[config.mk]
export PLATFORM = sky130hd
export DESIGN_NAME = pc_sequencer
export DESIGN_NICKNAME = d
export VERILOG_FILES = /design/src/rtl/pc_sequencer.sv
export SDC_FILE = /design/constraint.sdc
export NUM_CORES = 1
export LEC_CHECK = 0
export CAP_MARGIN = 5
export CORE_MARGIN = 3
export CORE_UTILIZATION = 51
export CTS_CLUSTER_DIAMETER = 80
export DETAILED_ROUTE_END_ITERATION = 8
export GPL_ROUTABILITY_DRIVEN = 0
export GPL_TIMING_DRIVEN = 0
export PLACE_DENSITY_LB_ADDON = 0.3
export SYNTH_ARGS = -nofsm -noshare
export SYNTH_HDL_FRONTEND = slang
export SYNTH_SLANG_ARGS = --single-unit
export TNS_END_PERCENT = 30
[constraint.sdc]
create_clock -name clk -period 3.3 [get_ports clk]
set_clock_uncertainty 0.1 [all_clocks]
set_input_delay 0.66 -clock clk [delete_from_list [all_inputs] [get_ports clk]]
set_output_delay 0.66 -clock clk [all_outputs]
set_load 0.01 [all_outputs]
[src/rtl/pc_sequencer.sv]
// Program-counter sequencer: increment, branch, jump, call/return with a circular return-address stack.
// Optional build macro PC_RELATIVE_BRANCH_EN makes branch targets pc-relative (sign-extended offset).
module pc_sequencer #(
  parameter int                ADDR_W       = 72,
  parameter int                JUMP_W       = 55,
  parameter int                BRANCH_W     = 68,
  parameter int                RAS_DEPTH    = 4,
  parameter logic [ADDR_W-1:0] RESET_VECTOR = '0
) (
  input  logic                         clk,
  input  logic                         rst,
  input  logic                         stall,
  input  logic                         branch_en,
  input  logic                         alu_flag,
  input  logic                         jump_en,
  input  logic                         call_en,
  input  logic                         ret_en,
  input  logic [JUMP_W-1:0]            jump_address,
  input  logic [BRANCH_W-1:0]          branch_address,
  output logic [ADDR_W-1:0]            pc_out,
  output logic                         redirect,
  output logic [$clog2(RAS_DEPTH):0]   ras_count,
  output logic                         ras_overflow,
  output logic                         ras_underflow
);

  localparam int PTR_W = $clog2(RAS_DEPTH);
  localparam int CNT_W = PTR_W + 1;

  logic [ADDR_W-1:0] ras_mem [RAS_DEPTH];
  logic [PTR_W-1:0]  ras_ptr;
  logic [PTR_W-1:0]  ras_ptr_dec;
  logic [ADDR_W-1:0] pc_inc;
  logic [ADDR_W-1:0] jump_target;
  logic [ADDR_W-1:0] branch_target;
  logic [ADDR_W-1:0] ras_top;
  logic              ras_full;
  logic              ras_empty;
  logic              branch_taken;
  logic              push_fire;

  assign pc_inc       = pc_out + ADDR_W'(1);
  assign jump_target  = ADDR_W'(jump_address);
  assign branch_taken = branch_en & alu_flag;

`ifdef PC_RELATIVE_BRANCH_EN
  assign branch_target = pc_out + ADDR_W'($signed(branch_address));
`else
  assign branch_target = ADDR_W'(branch_address);
`endif

  // ras_ptr is the next free slot; the top of stack sits one below it.
  assign ras_ptr_dec = ras_ptr - PTR_W'(1);
  assign ras_top     = ras_mem[ras_ptr_dec];
  assign ras_full    = (ras_count == CNT_W'(RAS_DEPTH));
  assign ras_empty   = (ras_count == '0);
  assign push_fire   = !rst && !stall && !ret_en && call_en;

  // Stack storage carries no reset; ras_count alone decides which entries are valid.
  always_ff @(posedge clk) begin
    if (push_fire) begin
      ras_mem[ras_ptr] <= pc_inc;
    end
  end

  always_ff @(posedge clk) begin
    if (rst) begin
      pc_out        <= RESET_VECTOR;
      redirect      <= 1'b0;
      ras_count     <= '0;
      ras_ptr       <= '0;
      ras_overflow  <= 1'b0;
      ras_underflow <= 1'b0;
    end else if (stall) begin
      redirect <= 1'b0;
    end else if (ret_en) begin
      if (!ras_empty) begin
        pc_out    <= ras_top;
        redirect  <= 1'b1;
        ras_ptr   <= ras_ptr_dec;
        ras_count <= ras_count - CNT_W'(1);
      end else begin
        pc_out        <= pc_inc;
        redirect      <= 1'b0;
        ras_underflow <= 1'b1;
      end
    end else if (call_en) begin
      pc_out   <= jump_target;
      redirect <= 1'b1;
      ras_ptr  <= ras_ptr + PTR_W'(1);
      // A full stack wraps onto its oldest entry, so the count saturates.
      if (ras_full) begin
        ras_overflow <= 1'b1;
      end else begin
        ras_count <= ras_count + CNT_W'(1);
      end
    end else if (jump_en) begin
      pc_out   <= jump_target;
      redirect <= 1'b1;
    end else if (branch_taken) begin
      pc_out   <= branch_target;
      redirect <= 1'b1;
    end else begin
      pc_out   <= pc_inc;
      redirect <= 1'b0;
    end
  end

endmodule
# Yosys cells after proc, flatten, opt, wreduce, memory -nomap -nowiden
# Memories as Yosys holds them, arrays and structs flattened.
# Cells that the tools add are included.
[op_classes]
addsub = 5
n_eq_ne = 3
muxes = 19
bitwise = 3
n_reduce_logical = 13
[ops]
columns = ["operator", "count"]
rows = [
  ["72-bit 2-to-1 mux", 5],
  ["72-bit by 1-bit adder with 72-bit output, second input constant", 1],
  ["3-bit 2-to-1 mux", 4],
  ["4-bit AND reduction", 2],
  ["1-bit 2-to-1 mux", 7],
  ["2-bit 2-to-1 mux", 3],
  ["3-bit AND reduction", 2],
  ["2-bit inequality test, second input constant", 2],
  ["3-bit by 1-bit adder with 3-bit output, second input constant", 1],
  ["3-bit equality test, second input constant", 1],
  ["1-bit logical AND", 3],
  ["1-bit logical NOT", 3],
  ["3-bit logical NOT", 1],
  ["3-bit by 1-bit subtractor with 3-bit output, second input constant", 1],
  ["2-bit by 1-bit adder with 2-bit output, second input constant", 1],
  ["1-bit inverter", 2],
  ["2-bit nonzero test", 1],
  ["2-bit OR reduction", 1],
  ["2-bit by 1-bit subtractor with 2-bit output, second input constant", 1],
  ["1-bit AND", 1],
]
[word_totals]
regBits = 80
ram_bits = 288
out_inout_bits = 78
elab_cells = 50
memories = 1
[memory_table]
columns = ["name", "depth", "word_bits", "rd", "rd_ports_with_merged_regs", "wr", "line", "source"]
rows = [
  ["ras_mem", 4, 72, 1, 0, 1, "30", "logic [ADDR_W-1:0] ras_mem [RAS_DEPTH];"],
]

# Logic depth before layout (Yosys ltp)
[depth]
ltp_word = 6
mapped_depth = 13
ltp_nobuf = 8

# Worst setup path before layout
# OpenSTA, ideal clock, no wires.
[synth_timing]
kind = "reg2reg"
start = "register ras_ptr[0]"
end = "register pc_out[38]"
arrival_ns = 3.397
slack_ns = -0.322
stages_incl_launch_ff = 12
path_buffers = 6
path_cell_list = "dfxtp_1 buf_2 buf_2 buf_2 inv_1 ha_1 clkbuf_1 clkbuf_1 clkbuf_1 mux4_2 a221o_1 o2bb2ai_1"
[synth_via]
elab_chain_cells = 4
[synth_rtl]
columns = ["element", "line", "source"]
rows = [
  ["from (decl)", "31", "logic [PTR_W-1:0] ras_ptr;"],
  ["from (signal assigned)", "80", "ras_ptr <= ras_ptr_dec;"],
  ["from (signal assigned)", "90", "ras_ptr <= ras_ptr + PTR_W'(1);"],
  ["2-bit by 1-bit subtractor with 2-bit output", "53", "assign ras_ptr_dec = ras_ptr - PTR_W'(1);"],
  ["memory 4 x 72 bit", "--", ""],
  ["72-bit 2-to-1 mux", "77", "if (!ras_empty) begin"],
  ["72-bit 2-to-1 mux", "76", "end else if (ret_en) begin"],
  ["to (signal assigned)", "78", "pc_out <= ras_top;"],
  ["to (signal assigned)", "83", "pc_out <= pc_inc;"],
  ["to (signal assigned)", "88", "pc_out <= jump_target;"],
  ["to (decl)", "20", "output logic [ADDR_W-1:0] pc_out,"],
]
# No other way between the ends.
# A chain may end at the register's enable or synchronous reset.

# Final worst setup path
[layout_timing]
start = "input branch_en"
end = "register pc_out[25]"
[layout_via]
elab_chain_cells = 5
[layout_rtl]
columns = ["element", "line", "source"]
rows = [
  ["from (decl)", "13", "input logic branch_en,"],
  ["1-bit AND", "44", "assign branch_taken = branch_en & alu_flag;"],
  ["72-bit 2-to-1 mux", "100", "end else if (branch_taken) begin"],
  ["72-bit 2-to-1 mux", "97", "end else if (jump_en) begin"],
  ["72-bit 2-to-1 mux", "87", "end else if (call_en) begin"],
  ["72-bit 2-to-1 mux", "76", ""],
  ["to (signal assigned)", "88", ""],
  ["to (signal assigned)", "98", "pc_out <= jump_target;"],
  ["to (signal assigned)", "101", "pc_out <= branch_target;"],
]
# No other way between the ends.

==> impl_metrics.toml <==
[status]
outcome = "finished, violations left"
violations = "setup timing"

[global_routing]
grt_use_total = 0.332
grt_pass1_wl_mm = 89.2
grt_max_degree = 40
antenna_found_initial = 2
first_global_vias = 13800
grt_overflow = 0

[sta]
rsz0062_at_grt = "true"
layout_setup_ws_ps = -78.2
slew_headroom = 0.218
worst_slew_pin_slew_ps = 1160
hold_violations = 0
setup_viol = 6
fin_crit_ps = 3380
min_period_over_period = 1.02
slew_viol_final = 0
fmax_mhz = 296

[worst_hold_path]
hold_path.class = "reg -> reg"

[cts]
h-tree-depth = 2
clk_pin_slew_ps = 60
cts_sinks = 368
cts_buffers = 39
cts_tree = "done"
cts_hold_buf = 0
cts_root_buf = "clkbuf_16"
clockBufferDepth = 3
clk_latency_ps = 540

[setup_path]
setup.worst_path.end_class = "register"
arrival_ps = 3660
crit_path_start_kind = "input pin"
path_class = "in -> reg"
path_max_fanout = 10
required_ps = 3580

[yosys]
synth_fp_nets = 1506
yosys_warnings = 0
syn_avg_cell_area_sq_um = 12.9
synth_ff_type = "edfxtp_1"
async_flop_share = 0
synth_area_sq_um = 17700
synth_cells = 1369
yosysUniqueCellTypes = 83
synth_edf_count = 288
yosysSeqAreaShare = 0.579
ys_ff_latch = 368

[finish]
final_area_sq_um = 22000
final_nets = 1760
n_antenna_cell = 0
drive_above_1_share = 0.152
fill_cells = 2508
fin_util = 0.650
areaGrowthSynthToFinish_pct = 24.5

[die]
num_io_pins = 209
initial_utilization = 0.522
die_h_um = 192
rows = 67
dieArea_sq_um = 37000
core_sq_um = 33900
die_w_um = 192

[route]
drc = 0
wirelength_mm = 61.7
ant_nets = 0
wire_per_inst_um = 29.3
viasPerCell = 6.87
vias = 14400
drt-pass1-iter-count = 7
drt_iter0_markers = 2532

[placed_design]
place.detailed.hpwl_mm = 43.2
numPortBuffers = 205
postPlaceCellArea_sq_um = 20400
place_ws_ps = -1790

[power]
irDropWorstVdd_v = 0.000457
p_leak_uw = 0.00735
powerDensity_nw_per_um2 = 545

[run]
maxCapViolations = 0
-- cell usage in the layout, fill, tap and decap left out, types with 7 or more instances in the layout --
master           synthesis  layout
and2_1                  14      10
a22oi_1                 39      38
nor3b_1                  9       9
o211ai_1                13      13
inv_1                   19      19
nor4_1                  23      21
edfxtp_1               288     288
buf_2                   16      16
xnor2_1                 43      40
a221o_1                  8       8
a211oi_1                13      13
nor3_1                  32      29
mux4_2                  71      71
and4_1                  16      16
o21a_1                   8       8
nand3_1                 41      41
nand4_1                 33      33
o31a_1                   7       7
a222oi_1                 7       7
dfxtp_1                 80      79
xor2_1                  29      29
o22ai_1                  8       8
a31oi_1                 12      12
a22o_1                  11      11
nand2_1                 98      98
clkbuf_1                67      52
clkdlybuf4s50_1          0     205
o21ai_0                 65      63
and3_1                  17      17
clkbuf_16                0      40
nor2_1                  57      57
a221oi_1                19      18
a21oi_1                 76      76
clkbuf_8                11      17
clkbuf_2                 0       8
-- cell usage after synthesis, drive strengths merged, types with 4 or more instances --
master	count	area share
nand2	98	0.021
o22ai	8	0.0028
or4	5	0.0025
o211ai	13	0.0055
o2bb2ai	5	0.0025
or2	5	0.0018
a221o	8	0.0045
dfxtp	80	0.091
a221oi	19	0.0094
inv	20	0.0042
edfxtp	288	0.49
nand3	43	0.013
a21oi	76	0.022
o31a	7	0.0035
o211a	4	0.0023
a222oi	7	0.0040
o31ai	6	0.0025
o21a	8	0.0034
xor2	29	0.014
xnor2	43	0.021
ha	5	0.0035
clkbuf	79	0.023
nor2	57	0.012
o21ai	66	0.019
and4	19	0.0096
nor3	33	0.010
nand4	36	0.014
mux4	72	0.092
a22oi	39	0.017
a22o	11	0.0054
and2	15	0.0054
buf	28	0.0088
and3	19	0.0069
nor4	29	0.013
a211oi	13	0.0055
a31oi	12	0.0042
o221a	6	0.0038
a21o	5	0.0021
nor3b	9	0.0038
-- through the flow --
stage / setup TNS (ps) / total power, uW / hold WS [ps] / instances
after global routing: -275 / 12300 / 430 / 2101
after CTS: -20.0 / 11900 / 389 / 2096
final: -192 / 12000 / 379 / 2101
after global placement: -468170 / 7350 / 362 / 2022
after detailed placement: -117890 / 7400 / 365 / 2027
after floorplan: -24700 / 6480 / 398 / 1369
-- kinds of logic (layout without fill, tap and decap cells) --
group,Yosys count,in the layout,synth area share
AO/OA/AOI/OAI,337,337,0.130
XOR/XNOR,72,72,0.0356
adder cells (fa/ha/maj),6,6,0.00467
buffers and inverters,128,412,0.0367
flip-flops,368,368,0.579
multiplexers,76,76,0.0942
AND/OR/NAND/NOR,382,382,0.119
-- power by group --
part	leakage [uW]	internal, uW	total [uW]	switching [uW]
Sequential	0.00331	5160	5360	192
Combinational	0.00340	917	2090	1170
Clock	0.000645	2700	4560	1860
-- cell type report --
type                       count  area (sq um)  area share
buffer                       106           667      0.0303
timing repair buffer         215          2220       0.101
multi-input combinational    873          6910       0.314
clock buffer                  46          1050      0.0478
clock inverter                25           284      0.0129
inverter                      20          75.1     0.00341
sequential                   368         10300       0.466
tap                          448           561      0.0255
-- worst max-delay path, stage by stage --
cell             delay, ps
clkdlybuf4s50_1        770
nand2_1                420
a21oi_1                540
clkbuf_1               870
nor2_1                  70
o21ai_0                220
a21oi_1                100
-- flip-flops by register name (all words and copies together) (netlist names) --
| register | count |
|---|---|
| ras_mem | 288 |
| pc_out | 72 |
| ras_count | 3 |
| ras_ptr | 2 |
| ras_overflow | 1 |
| ras_underflow | 1 |
| redirect | 1 |
-- what timing repair did --
| item | CTS | global route |
|---|---|---|
| gates resized for setup | 45 | 22 |
| setup endpoints to repair | 81 | 105 |
| buffers inserted | 0 | 5 |
| pin swaps | 1 | 2 |
-- final timing paths --
check / startpoint / endpoint / slack, ps / depth (start not counted)
setup / recovery: branch_en / pc_out[25] / -80 / 7
hold / removal: ras_overflow / ras_overflow / 380 / 2
setup reg to reg: ras_ptr[0] / pc_out[53] / 60 / 11
hold reg to reg: ras_overflow / ras_overflow / 380 / 2
-- routing by layer --
layer / up-vias / track usage / share of wire
met1: 7009 / 0.456 / 0.36
met5: - / 0 / 0.00049
met4: 4 / 0.157 / 0.057
met2: 1217 / 0.489 / 0.43
li1: 5975 / - / -
met3: 227 / 0.0964 / 0.14
Power figures use the tool's default switching activity.
==> RTL change, RTL diff (config.mk and constraints unchanged) <==
Make the reset (`rst`) asynchronous in one clocked block.
--- a/src/rtl/pc_sequencer.sv
+++ b/src/rtl/pc_sequencer.sv
@@ -65,3 +65,3 @@
 
-  always_ff @(posedge clk) begin
+  always_ff @(posedge clk or posedge rst) begin
     if (rst) begin
Function: differs if rst is asserted again (counterexample within 4 cycles, from zero or initial values and one cycle with rst high); with rst held inactive, the same outputs for 4 cycles.
==> RTL change against the unedited design <==
- the flow still finishes with violations (negative setup slack)
- sequential cell count stayed put
- global-route usage decreased by 1.4 points
- synthesized area fell by 2.1%
- critical path depth decreased by 1
- design area down 2.3%
- count of clock-buffer cells in the layout increased by 10
- first-iteration DRC count down 11%
- cell count fell by 4.6%
- non-clock buffer count decreased by 28
- routed wire length down 5.0%
- worst setup slack lost 0.042 ns
- critical endpoint is now pc_out[5]
Power is not compared: it rests on default switching activity, and its combinational part moved more than twofold at a synthesized area within 25%.
==> RTL change: results (changes against the unedited design) <==
* Status: finished with violations (unchanged)
* Failing checks: negative setup slack (unchanged)
* GR Util met3 at 8.86% (was 9.64%)
* Vias at 13513 (was 14432)
* Max-cap viol count at 0 (unchanged)
* Hold EP: ras_underflow (was ras_overflow)
* Placed wire-length estimate at 39.8 mm (was 43.2 mm)
* Final setup vio count at 17 (was 6)
* Placed insts at 1926 (was 2027)
* Synth Area in Adders at 0.477% (was 0.467%)
* Rel. slew slack at 24.4% (was 21.8%)
* Setup bufs post-CTS at 0 (unchanged)
* Number of global-route vias before repair at 13178 (was 13788)
* Crit path to: pc_out[5] (was pc_out[25])
* Hold Crit Start: ras_underflow (was ras_overflow)
* Mux contribution to synthesized area at 9.54% (was 9.42%)
* Initial drt markers at 2265 (was 2532)
* Worst setup margin at -0.120 ns (was -0.0782 ns)
* Post-synth top cells: edfxtp_1 (288), nand2_1 (141), dfrtp_1 (80), mux4_2 (72), nor2_1 (70) (was edfxtp_1 (288), nand2_1 (98), dfxtp_1 (80), a21oi_1 (76), mux4_2 (71))
* Final cell count without fillers at 2004 (was 2101)
* LEAKAGE at 7.57 nW
* DRT Pass-1 Iters at 8 (was 7)
* Global-route wire length before repair at 84.8 mm (was 89.2 mm)
* Hold/Removal Path Class: flop to flop (unchanged)
* Syn Nets at 1408 (was 1506)
* CTS Buf Count at 39 (unchanged)
* Largest net degree at the start of global routing at 54 (was 40)
* Root Driver: clkbuf_16 (unchanged)
* Initial antenna violation count at 1 (was 2)
* Final wirelength at 58.6 mm (was 61.7 mm)
* Sequential fraction of the synthesis area at 61.5% (was 57.9%)
* FF-to-FF setup slack at approximately 0.07 ns
* Layout cells sized above 1 at 14.1% (was 15.2%)
* Nets at 1669 (was 1760)
* Top flop regs: ras_mem (288), pc_out (72), ras_count (3) (unchanged)
* R2r endpoint: pc_out[55] (was pc_out[53])
* Layout fillers at 2412 (was 2508)
* Asr flop ratio synth at 21.7% (was 0%)
* Area fraction in compound gates after synthesis at 11.0% (was 13.0%)
* VDD IR-drop max at ~510 µV
* CP startpoint: stall (was branch_en)
* Cells on worst reg2reg path at 11 (unchanged)
* IO buf count at 208 (was 205)
* H-tree levels at 2 (unchanged)
* Switch share at between 30% and 40%
* M2 GR Usage at 47.9% (was 48.9%)
* M1 GR Usage at 43.2% (was 45.6%)
* Dominant cells by area after synthesis: edfxtp_1 (50%), dfrtp_1 (12%), mux4_2 (9.4%), nand2_1 (3.1%), xnor2_1 (2.2%) (was edfxtp_1 (49%), dfxtp_1 (9.1%), mux4_2 (9.0%), a21oi_1 (2.2%), xnor2_1 (2.1%))
* Synth unique cells at 76 (was 83)
* R2R Path Start: ras_ptr[0] (unchanged)
* Hold path cells at 1 (was 2)
* Post-Syn Area per Cell at 13.6 µm² (was 12.9 µm²)
* Post_cts resized at 34 (was 45)
* Post-Synth XOR/XNOR Area at 3.33% (was 3.56%)
* GRT Total Usage at 31.8% (was 33.2%)
* Crit path DAT at 3.77 ns (was 3.66 ns)
* Setup TNS at -0.944 ns (was -0.192 ns)
==> RTL change: changes by cell type in the layout (fill, tap and decap cells not counted), sizes merged, moves of 15 or more <==
cell,change
a22oi,-15
dfrtp,+80
nor2,+15
a21oi,-45
nor4,-17
nand2,+43
dfxtp,-80
==> RTL change: area by class of cell <==
class	count	area (µm²)	share of cell area [%]
inverters	31	119	0.552
flip-flops and latches	368	10700	49.5
plain buffers	76	382	1.77
clock buffers	56	1110	5.17
multi-input cells	799	6310	29.3
clock inverters	15	144	0.668
well taps	442	553	2.57
repair buffers	217	2250	10.5
==> RTL change: stage by stage <==
stage | utilization (%) | setup WS [ns] | hold slack, ns | cell area, µm²
floorplan | - | -0.573 | 0.403 | 17300
global placement | 60.4 | -3.32 | 0.348 | 20000
detailed placement | 60.9 | -1.75 | 0.352 | 20100
CTS | 64.9 | -0.00776 | 0.370 | 21400
global route | 65.2 | -0.105 | 0.407 | 21500
finish | 65.2 | -0.120 | 0.367 | 21500
==> RTL change: power by group through the flow <==
stage / Clock [mW] / Sequential (mW) / Combinational, mW
global route: 4.54 / 7.11 / 6.82
detailed placement: 0 / 7.08 / 6.15
CTS: 4.33 / 7.00 / 6.28
finish: 4.34 / 7.06 / 6.44
global placement: 0 / 7.06 / 5.95
floorplan: 0 / 6.94 / 3.51
==> RTL change: worst max-delay path, stage by stage <==
cell	delay [ns]
clkdlybuf4s50_1	0.66
clkbuf_1	0.59
clkbuf_1	0.69
clkbuf_1	0.77
o21ai_0	0.23
nand4_1	0.16
==> RTL change: per-layer routing <==
layer	wire, µm	vias to the layer above
li1	-	5564
met5	13	-
met1	21100	6637
met2	26200	1081
met4	3480	2
met3	7850	229
